<file path="src/rtl/rmii_pkg.sv">
// Shared constants for the RMII receive path: FSM states, dibit codes, status bit layout and
// CRC-32 constants.
package rmii_pkg;

  typedef enum logic [1:0] {
    StIdle,
    StPre,
    StData,
    StDrop
  } rx_state_e;

  localparam logic [1:0] DibitPre = 2'b01;
  localparam logic [1:0] DibitSfd = 2'b11;

  // rx_status = {ERR_FCS, ERR_LONG, ERR_RUNT, ERR_ALIGN/OVF}
  localparam int unsigned StatAlign = 0;
  localparam int unsigned StatRunt  = 1;
  localparam int unsigned StatLong  = 2;
  localparam int unsigned StatFcs   = 3;

  localparam logic [31:0] CrcPoly    = 32'h04C11DB7;
  localparam logic [31:0] CrcInit    = 32'hFFFFFFFF;
  localparam logic [31:0] CrcResidue = 32'hC704DD7B;

  function automatic logic [31:0] bitrev32(input logic [31:0] v);
    logic [31:0] r;
    for (int i = 0; i < 32; i++) begin
      r[i] = v[31-i];
    end
    return r;
  endfunction

endpackage

</file>
<file path="src/rtl/crc32_d8.sv">
// Byte-wide reflected CRC-32 update (LSB of the byte first), purely combinational.
// Shared with the transmit-side FCS generator.
module crc32_d8
  import rmii_pkg::*;
(
  input  logic [31:0] crc_i,
  input  logic [7:0]  data_i,
  output logic [31:0] crc_o
);

  localparam logic [31:0] PolyRefl = bitrev32(CrcPoly);

  logic [31:0] c;

  always_comb begin
    c = crc_i;
    for (int i = 0; i < 8; i++) begin
      if (c[0] ^ data_i[i]) begin
        c = (c >> 1) ^ PolyRefl;
      end else begin
        c = c >> 1;
      end
    end
  end

  assign crc_o = c;

endmodule

</file>
<file path="src/rtl/rmii_rx_framer.sv">
// RMII 100M receive framer: preamble/SFD hunt, dibit-to-byte packing, EOD tagging, frame status.
// Define RMII_RX_FCS_CHECK_EN to enable the CRC-32 residue check that drives ERR_FCS.
module rmii_rx_framer
  import rmii_pkg::*;
#(
  parameter int unsigned MIN_PRE_DIBITS  = 8,
  parameter int unsigned MIN_FRAME_BYTES = 64,
  parameter int unsigned MAX_FRAME_BYTES = 1522
) (
  input  logic        REF_CLK,
  input  logic        arst_n,
  input  logic        CRS_DV,
  input  logic        RXD0,
  input  logic        RXD1,
  input  logic        fifo_afull,
  output logic [7:0]  fifo_din,
  output logic        fifo_wren,
  output logic        fifo_EOD_in,
  output logic        rx_done,
  output logic [3:0]  rx_status,
  output logic [10:0] rx_len
);

  localparam int unsigned    PreW   = $clog2(MIN_PRE_DIBITS + 1);
  localparam logic [PreW-1:0] PreMin = PreW'(MIN_PRE_DIBITS);
  localparam logic [10:0]    MinLen = 11'(MIN_FRAME_BYTES);
  localparam logic [10:0]    MaxLen = 11'(MAX_FRAME_BYTES);
  localparam logic [10:0]    LenSat = 11'h7FF;

  rx_state_e       state_q, state_d;
  logic [PreW-1:0] pre_cnt_q, pre_cnt_d;
  logic [1:0]      dcnt_q, dcnt_d;
  logic [5:0]      sr_q, sr_d;
  logic [7:0]      held_q, held_d;
  logic            held_vld_q, held_vld_d;
  logic [10:0]     len_q, len_d;
  logic [7:0]      din_q, din_d;
  logic            wren_q, wren_d;
  logic            eod_q, eod_d;
  logic            done_q, done_d;
  logic [3:0]      status_q, status_d;
  logic [10:0]     rx_len_q, rx_len_d;

  logic [1:0] dibit;
  logic [7:0] byte_new;
  logic       fcs_err;

  assign dibit    = {RXD1, RXD0};
  assign byte_new = {dibit, sr_q};

`ifdef RMII_RX_FCS_CHECK_EN
  logic [31:0] crc_q, crc_d, crc_nxt;

  crc32_d8 u_crc32_d8 (
    .crc_i  (crc_q),
    .data_i (byte_new),
    .crc_o  (crc_nxt)
  );

  // Every completed DATA byte is folded in, including bytes past MAX_FRAME_BYTES.
  always_comb begin
    crc_d = crc_q;
    if (state_q != StData) begin
      crc_d = CrcInit;
    end else if (CRS_DV && !fifo_afull && (dcnt_q == 2'd3)) begin
      crc_d = crc_nxt;
    end
  end

  always_ff @(posedge REF_CLK or negedge arst_n) begin
    if (!arst_n) begin
      crc_q <= CrcInit;
    end else begin
      crc_q <= crc_d;
    end
  end

  assign fcs_err = (bitrev32(crc_q) != CrcResidue);
`else
  assign fcs_err = 1'b0;
`endif

  always_comb begin
    state_d    = state_q;
    pre_cnt_d  = pre_cnt_q;
    dcnt_d     = dcnt_q;
    sr_d       = sr_q;
    held_d     = held_q;
    held_vld_d = held_vld_q;
    len_d      = len_q;
    din_d      = '0;
    wren_d     = 1'b0;
    eod_d      = 1'b0;
    done_d     = 1'b0;
    status_d   = '0;
    rx_len_d   = '0;

    case (state_q)
      StIdle: begin
        if (CRS_DV && (dibit == DibitPre)) begin
          state_d   = StPre;
          pre_cnt_d = PreW'(1);
        end
      end
      StPre: begin
        if (!CRS_DV) begin
          state_d = StIdle;
        end else if (dibit == DibitPre) begin
          if (pre_cnt_q != PreMin) pre_cnt_d = pre_cnt_q + 1'b1;
        end else if ((dibit == DibitSfd) && (pre_cnt_q == PreMin)) begin
          state_d    = StData;
          dcnt_d     = '0;
          len_d      = '0;
          held_vld_d = 1'b0;
        end else begin
          state_d = StDrop;
        end
      end
      StData: begin
        if (!CRS_DV || fifo_afull) begin
          // Carrier loss ends the frame; overflow closes it early and drains to DROP.
          state_d               = CRS_DV ? StDrop : StIdle;
          wren_d                = held_vld_q;
          eod_d                 = held_vld_q;
          din_d                 = held_vld_q ? held_q : 8'h00;
          held_vld_d            = 1'b0;
          done_d                = 1'b1;
          rx_len_d              = len_q;
          status_d[StatAlign]   = CRS_DV || (dcnt_q != 2'd0);
          status_d[StatRunt]    = (len_q < MinLen);
          status_d[StatLong]    = (len_q > MaxLen);
          status_d[StatFcs]     = fcs_err;
        end else begin
          sr_d   = {dibit, sr_q[5:2]};
          dcnt_d = dcnt_q + 2'd1;
          if (dcnt_q == 2'd3) begin
            if (len_q != LenSat) len_d = len_q + 11'd1;
            if (len_q < MaxLen) begin
              held_d     = byte_new;
              held_vld_d = 1'b1;
              if (held_vld_q) begin
                wren_d = 1'b1;
                din_d  = held_q;
              end
            end
          end
        end
      end
      StDrop: begin
        if (!CRS_DV) state_d = StIdle;
      end
      default: state_d = StIdle;
    endcase
  end

  always_ff @(posedge REF_CLK or negedge arst_n) begin
    if (!arst_n) begin
      state_q    <= StIdle;
      pre_cnt_q  <= '0;
      dcnt_q     <= '0;
      sr_q       <= '0;
      held_q     <= '0;
      held_vld_q <= 1'b0;
      len_q      <= '0;
      din_q      <= '0;
      wren_q     <= 1'b0;
      eod_q      <= 1'b0;
      done_q     <= 1'b0;
      status_q   <= '0;
      rx_len_q   <= '0;
    end else begin
      state_q    <= state_d;
      pre_cnt_q  <= pre_cnt_d;
      dcnt_q     <= dcnt_d;
      sr_q       <= sr_d;
      held_q     <= held_d;
      held_vld_q <= held_vld_d;
      len_q      <= len_d;
      din_q      <= din_d;
      wren_q     <= wren_d;
      eod_q      <= eod_d;
      done_q     <= done_d;
      status_q   <= status_d;
      rx_len_q   <= rx_len_d;
    end
  end

  assign fifo_din    = din_q;
  assign fifo_wren   = wren_q;
  assign fifo_EOD_in = eod_q;
  assign rx_done     = done_q;
  assign rx_status   = status_q;
  assign rx_len      = rx_len_q;

endmodule
</file>
<file path="config.mk">
export PLATFORM = sky130hd
export DESIGN_NAME = rmii_rx_framer
export DESIGN_NICKNAME = d
export VERILOG_FILES = /design/src/rtl/rmii_pkg.sv /design/src/rtl/crc32_d8.sv /design/src/rtl/rmii_rx_framer.sv
export SDC_FILE = /design/constraint.sdc
export NUM_CORES = 1
export LEC_CHECK = 0
export ABC_AREA = 1
export ABC_CLOCK_PERIOD_IN_PS = 1650
export CAP_MARGIN = 10
export CELL_PAD_IN_SITES_DETAIL_PLACEMENT = 2
export CELL_PAD_IN_SITES_GLOBAL_PLACEMENT = 2
export CORE_UTILIZATION = 34
export DETAILED_ROUTE_END_ITERATION = 7
export PLACE_DENSITY_LB_ADDON = 0.25
export SLEW_MARGIN = 10
export SYNTH_ARGS = -nofsm -noshare
export SYNTH_HDL_FRONTEND = slang
export SYNTH_SLANG_ARGS = --single-unit
</file>
<file path="constraint.sdc">
create_clock -name REF_CLK -period 1.65 [get_ports REF_CLK]
set_input_delay 0.2475 -clock REF_CLK [delete_from_list [all_inputs] [get_ports REF_CLK]]
set_output_delay 0.2475 -clock REF_CLK [all_outputs]
set_load 0.01 [all_outputs]
</file>
==> impl_metrics.ini <==
[die]
coreArea_um2 = 7727
fp-row-count = 32
num_io_pins = 32
die_y_um = 91.36
die_x_um = 91.36
die_area_um2 = 8347
start_util = 0.3514

[synthesis]
ys_ff_latch = 59
async_flop_share = 1.000
ys_types = 33
syn_avg_cell_area_um2 = 8.758
synth-main-ff-cell = dfrtp_1
synth_area_um2 = 2715
ys_seq_area_frac = 0.5438
syn_nets = 321
ys_warn_count = 0
synthCells = 310
synth_edf_count = 0

[power_and_ir_drop]
powerDensity_nw_per_um2 = 1248
power_mw = 4.447
p_leak_nw = 1.608
vdd_drop_max_v = 0.0006631

[clocking]
cts_buffer_depth = 2
clock_sink_count = 59
clk_pin_slew_ns = 0.08
tritoncts.num_buffers = 9
insertion_delay_ns = 0.36
cts_tree = built
cts.htree.levels = 3
root_buffer = clkbuf_8

[worst_setup_path]
startpoint_type = flop
rr_startpoint = len_q[1]$_DFFE_PN0P_
crit_path_frequent_cell = nand2_1
cp_slowest_cell = dfrtp_1
cp_cell_sequence = ha_4, nand2_2, nor2_4, nand3_2, a21oi_4, nor2_2, buf_4, nand2_1, nand2_1
cp_top_family = simple AND/OR/NAND/NOR gates
r2r_cells = 9
cp_num_buf_inv = 1
r2r_slack_ns = 0.06
rr_endpoint = len_q[9]$_DFFE_PN0P_
worstSetupPathType = flop to flop
crit_required_ns = 1.89
cp-end-kind = flop
max_stage_delay_ns = 0.45
critPathMaxFanout = 5
worstPathArrival_ns = 1.83

[global_route]
grt_use_met3 = 0.05528
grt_max_degree = 60
antenna_found_initial = 0
gr-max-usage-layer = met2
grt_pass1_wl_mm = 12.41
grt_pass1_vias = 2444
grtUsageMet2 = 0.3264
gr-usage-met1 = 0.2484
grtUsageTotal = 0.1976
overflow = 0

[route]
final_antenna_net_count = 0
wl_per_cell_um = 15.76
drt_iter0_drc = 54
wirelength_mm = 7.502
firstDrtPassIters = 4
routed_via_density = 4.861
drc = 0
dr_total_vias = 2314

[place]
routabilityCongestion = 0.8355
dp_slack_ns = -0.1042
hpwlAfterDp_mm = 5.057
io_buffers = 30

[finish]
area.sequential_um2 = 1480
layout_common_cells = nand2_1 (64), dfrtp_1 (56), inv_1 (39)
syn2layout_area_growth_pct = 31.24
multi_input_area_um2 = 1062
nets = 380
drive_above_1_share = 0.2112
fill_cells = 835
final_common_cell = nand2_1
antennaDiodeCount = 0

[sta]
rsz0062_at_grt = yes
max_freq_mhz = 627.7
fin_ws_ns = 0.05679
min_period_over_period = 0.9656
setup_viol = 0
finClkSkew_ns = 0.008839
hold_slack_ns = 0.4263
final_max_slew_viol_count = 0
fin_crit_ns = 1.593
hold_viol = 0

[flow_run]
max_cap_violations = 0

[min_path]
hold_class = primary input to async pin

[status]
status = finished, final reports clean
[cell families after synthesis]
| logic type | Yosys count | share of synthesized area |
|---|---|---|
| AO/OA/AOI/OAI | 43 | 0.08802 |
| buffers and inverters | 54 | 0.08387 |
| flip-flops | 59 | 0.5438 |
| XOR/XNOR | 6 | 0.01935 |
| AND/OR/NAND/NOR | 142 | 0.2406 |
| other | 1 | 0.001381 |
| adder cells (fa/ha/maj) | 5 | 0.02304 |
[sequential cells by signal (all words and copies together) (netlist names)]
register     count
fifo_EOD_in      1
held_vld_q       1
fifo_din         8
pre_cnt_q        4
rx_len          11
sr_q             6
dcnt_q           2
rx_done          1
fifo_wren        1
len_q           11
held_q           8
rx_status        3
state_q          2
[worst register-to-register path: stages (launching register included)]
cell and delay [ns]:
dfrtp_1 0.45, ha_4 0.18, nand2_2 0.09, nor2_4 0.14, nand3_2 0.13, a21oi_4 0.16, nor2_2 0.06, buf_4 0.15
nand2_1 0.07, nand2_1 0.06
[Yosys cell counts (3+ instances only)]
| cell | instances | area, um^2 |
|---|---|---|
| nor2_2 | 3 | 18.77 |
| xor2_1 | 5 | 43.79 |
| nor2_4 | 4 | 45.04 |
| nand2_1 | 65 | 244.0 |
| inv_1 | 39 | 146.4 |
| o21ai_1 | 9 | 45.04 |
| o21ai_0 | 24 | 120.1 |
| nor2_1 | 40 | 150.1 |
| dfrtp_1 | 59 | 1476 |
| nand4_1 | 5 | 31.28 |
| nand3_1 | 9 | 45.04 |
| ha_1 | 5 | 62.56 |
| nand2_2 | 4 | 25.02 |
| nor3_1 | 4 | 20.02 |
| a21oi_1 | 4 | 20.02 |
| inv_2 | 7 | 26.28 |
[through the flow]
| stage | setup TNS (ns) | cell area [um^2] | util | instances |
|---|---|---|---|---|
| after floorplan | 0 | 2715 | - | 310 |
| after global placement | -0.6541 | 3273 | 0.4236 | 456 |
| after detailed placement | -2.122 | 3273 | 0.4236 | 456 |
| after CTS | 0 | 3496 | 0.4524 | 473 |
| after global routing | -0.2697 | 3563 | 0.4611 | 476 |
| final | 0 | 3563 | 0.4611 | 476 |
[power by group]
part	total, mW	switching (mW)	internal (mW)
Sequential	1.93	0.235	1.70
Combinational	1.15	0.671	0.477
Clock	1.37	0.633	0.734
Total	4.45	1.54	2.91
[how the worst max path moves through the flow]
stage	startpoint	end	slack [ns]	cells after the start
after floorplan	pre_cnt_q[0]$_DFFE_PN0P_	len_q[10]$_DFFE_PN0P_	0.19	10
after global placement	CRS_DV	held_q[3]$_DFFE_PN0P_	-0.06	9
after detailed placement	CRS_DV	len_q[10]$_DFFE_PN0P_	-0.10	9
after CTS	len_q[1]$_DFFE_PN0P_	len_q[9]$_DFFE_PN0P_	0.01	9
after global routing	pre_cnt_q[1]$_DFFE_PN0P_	len_q[6]$_DFFE_PN0P_	-0.04	10
final	len_q[1]$_DFFE_PN0P_	len_q[9]$_DFFE_PN0P_	0.06	9
[per-layer routing]
layer,share of wire,vias to the layer above,wire (um)
met3,0.025,8,186
met5,0,-,0
li1,-,1089,-
met4,0.014,0,108
met1,0.45,1178,3395
met2,0.51,39,3812
[final cells by class]
| class | count | share of cell area |
|---|---|---|
| clock inverter | 6 | 0.01826 |
| inverter | 46 | 0.04846 |
| tap | 102 | 0.03581 |
| multi-input combinational | 197 | 0.2981 |
| clock buffer | 10 | 0.03862 |
| sequential | 59 | 0.4154 |
| timing repair buffer | 56 | 0.1454 |
[what timing repair did]
action                                 CTS  global route
setup endpoints to repair               10            24
endpoints found under the hold margin   59             0
buffers inserted                         0             3
hold buffers                             1             0
pin swaps                                1             1
gates resized for setup                  7            18
Power figures use the tool's default switching activity.
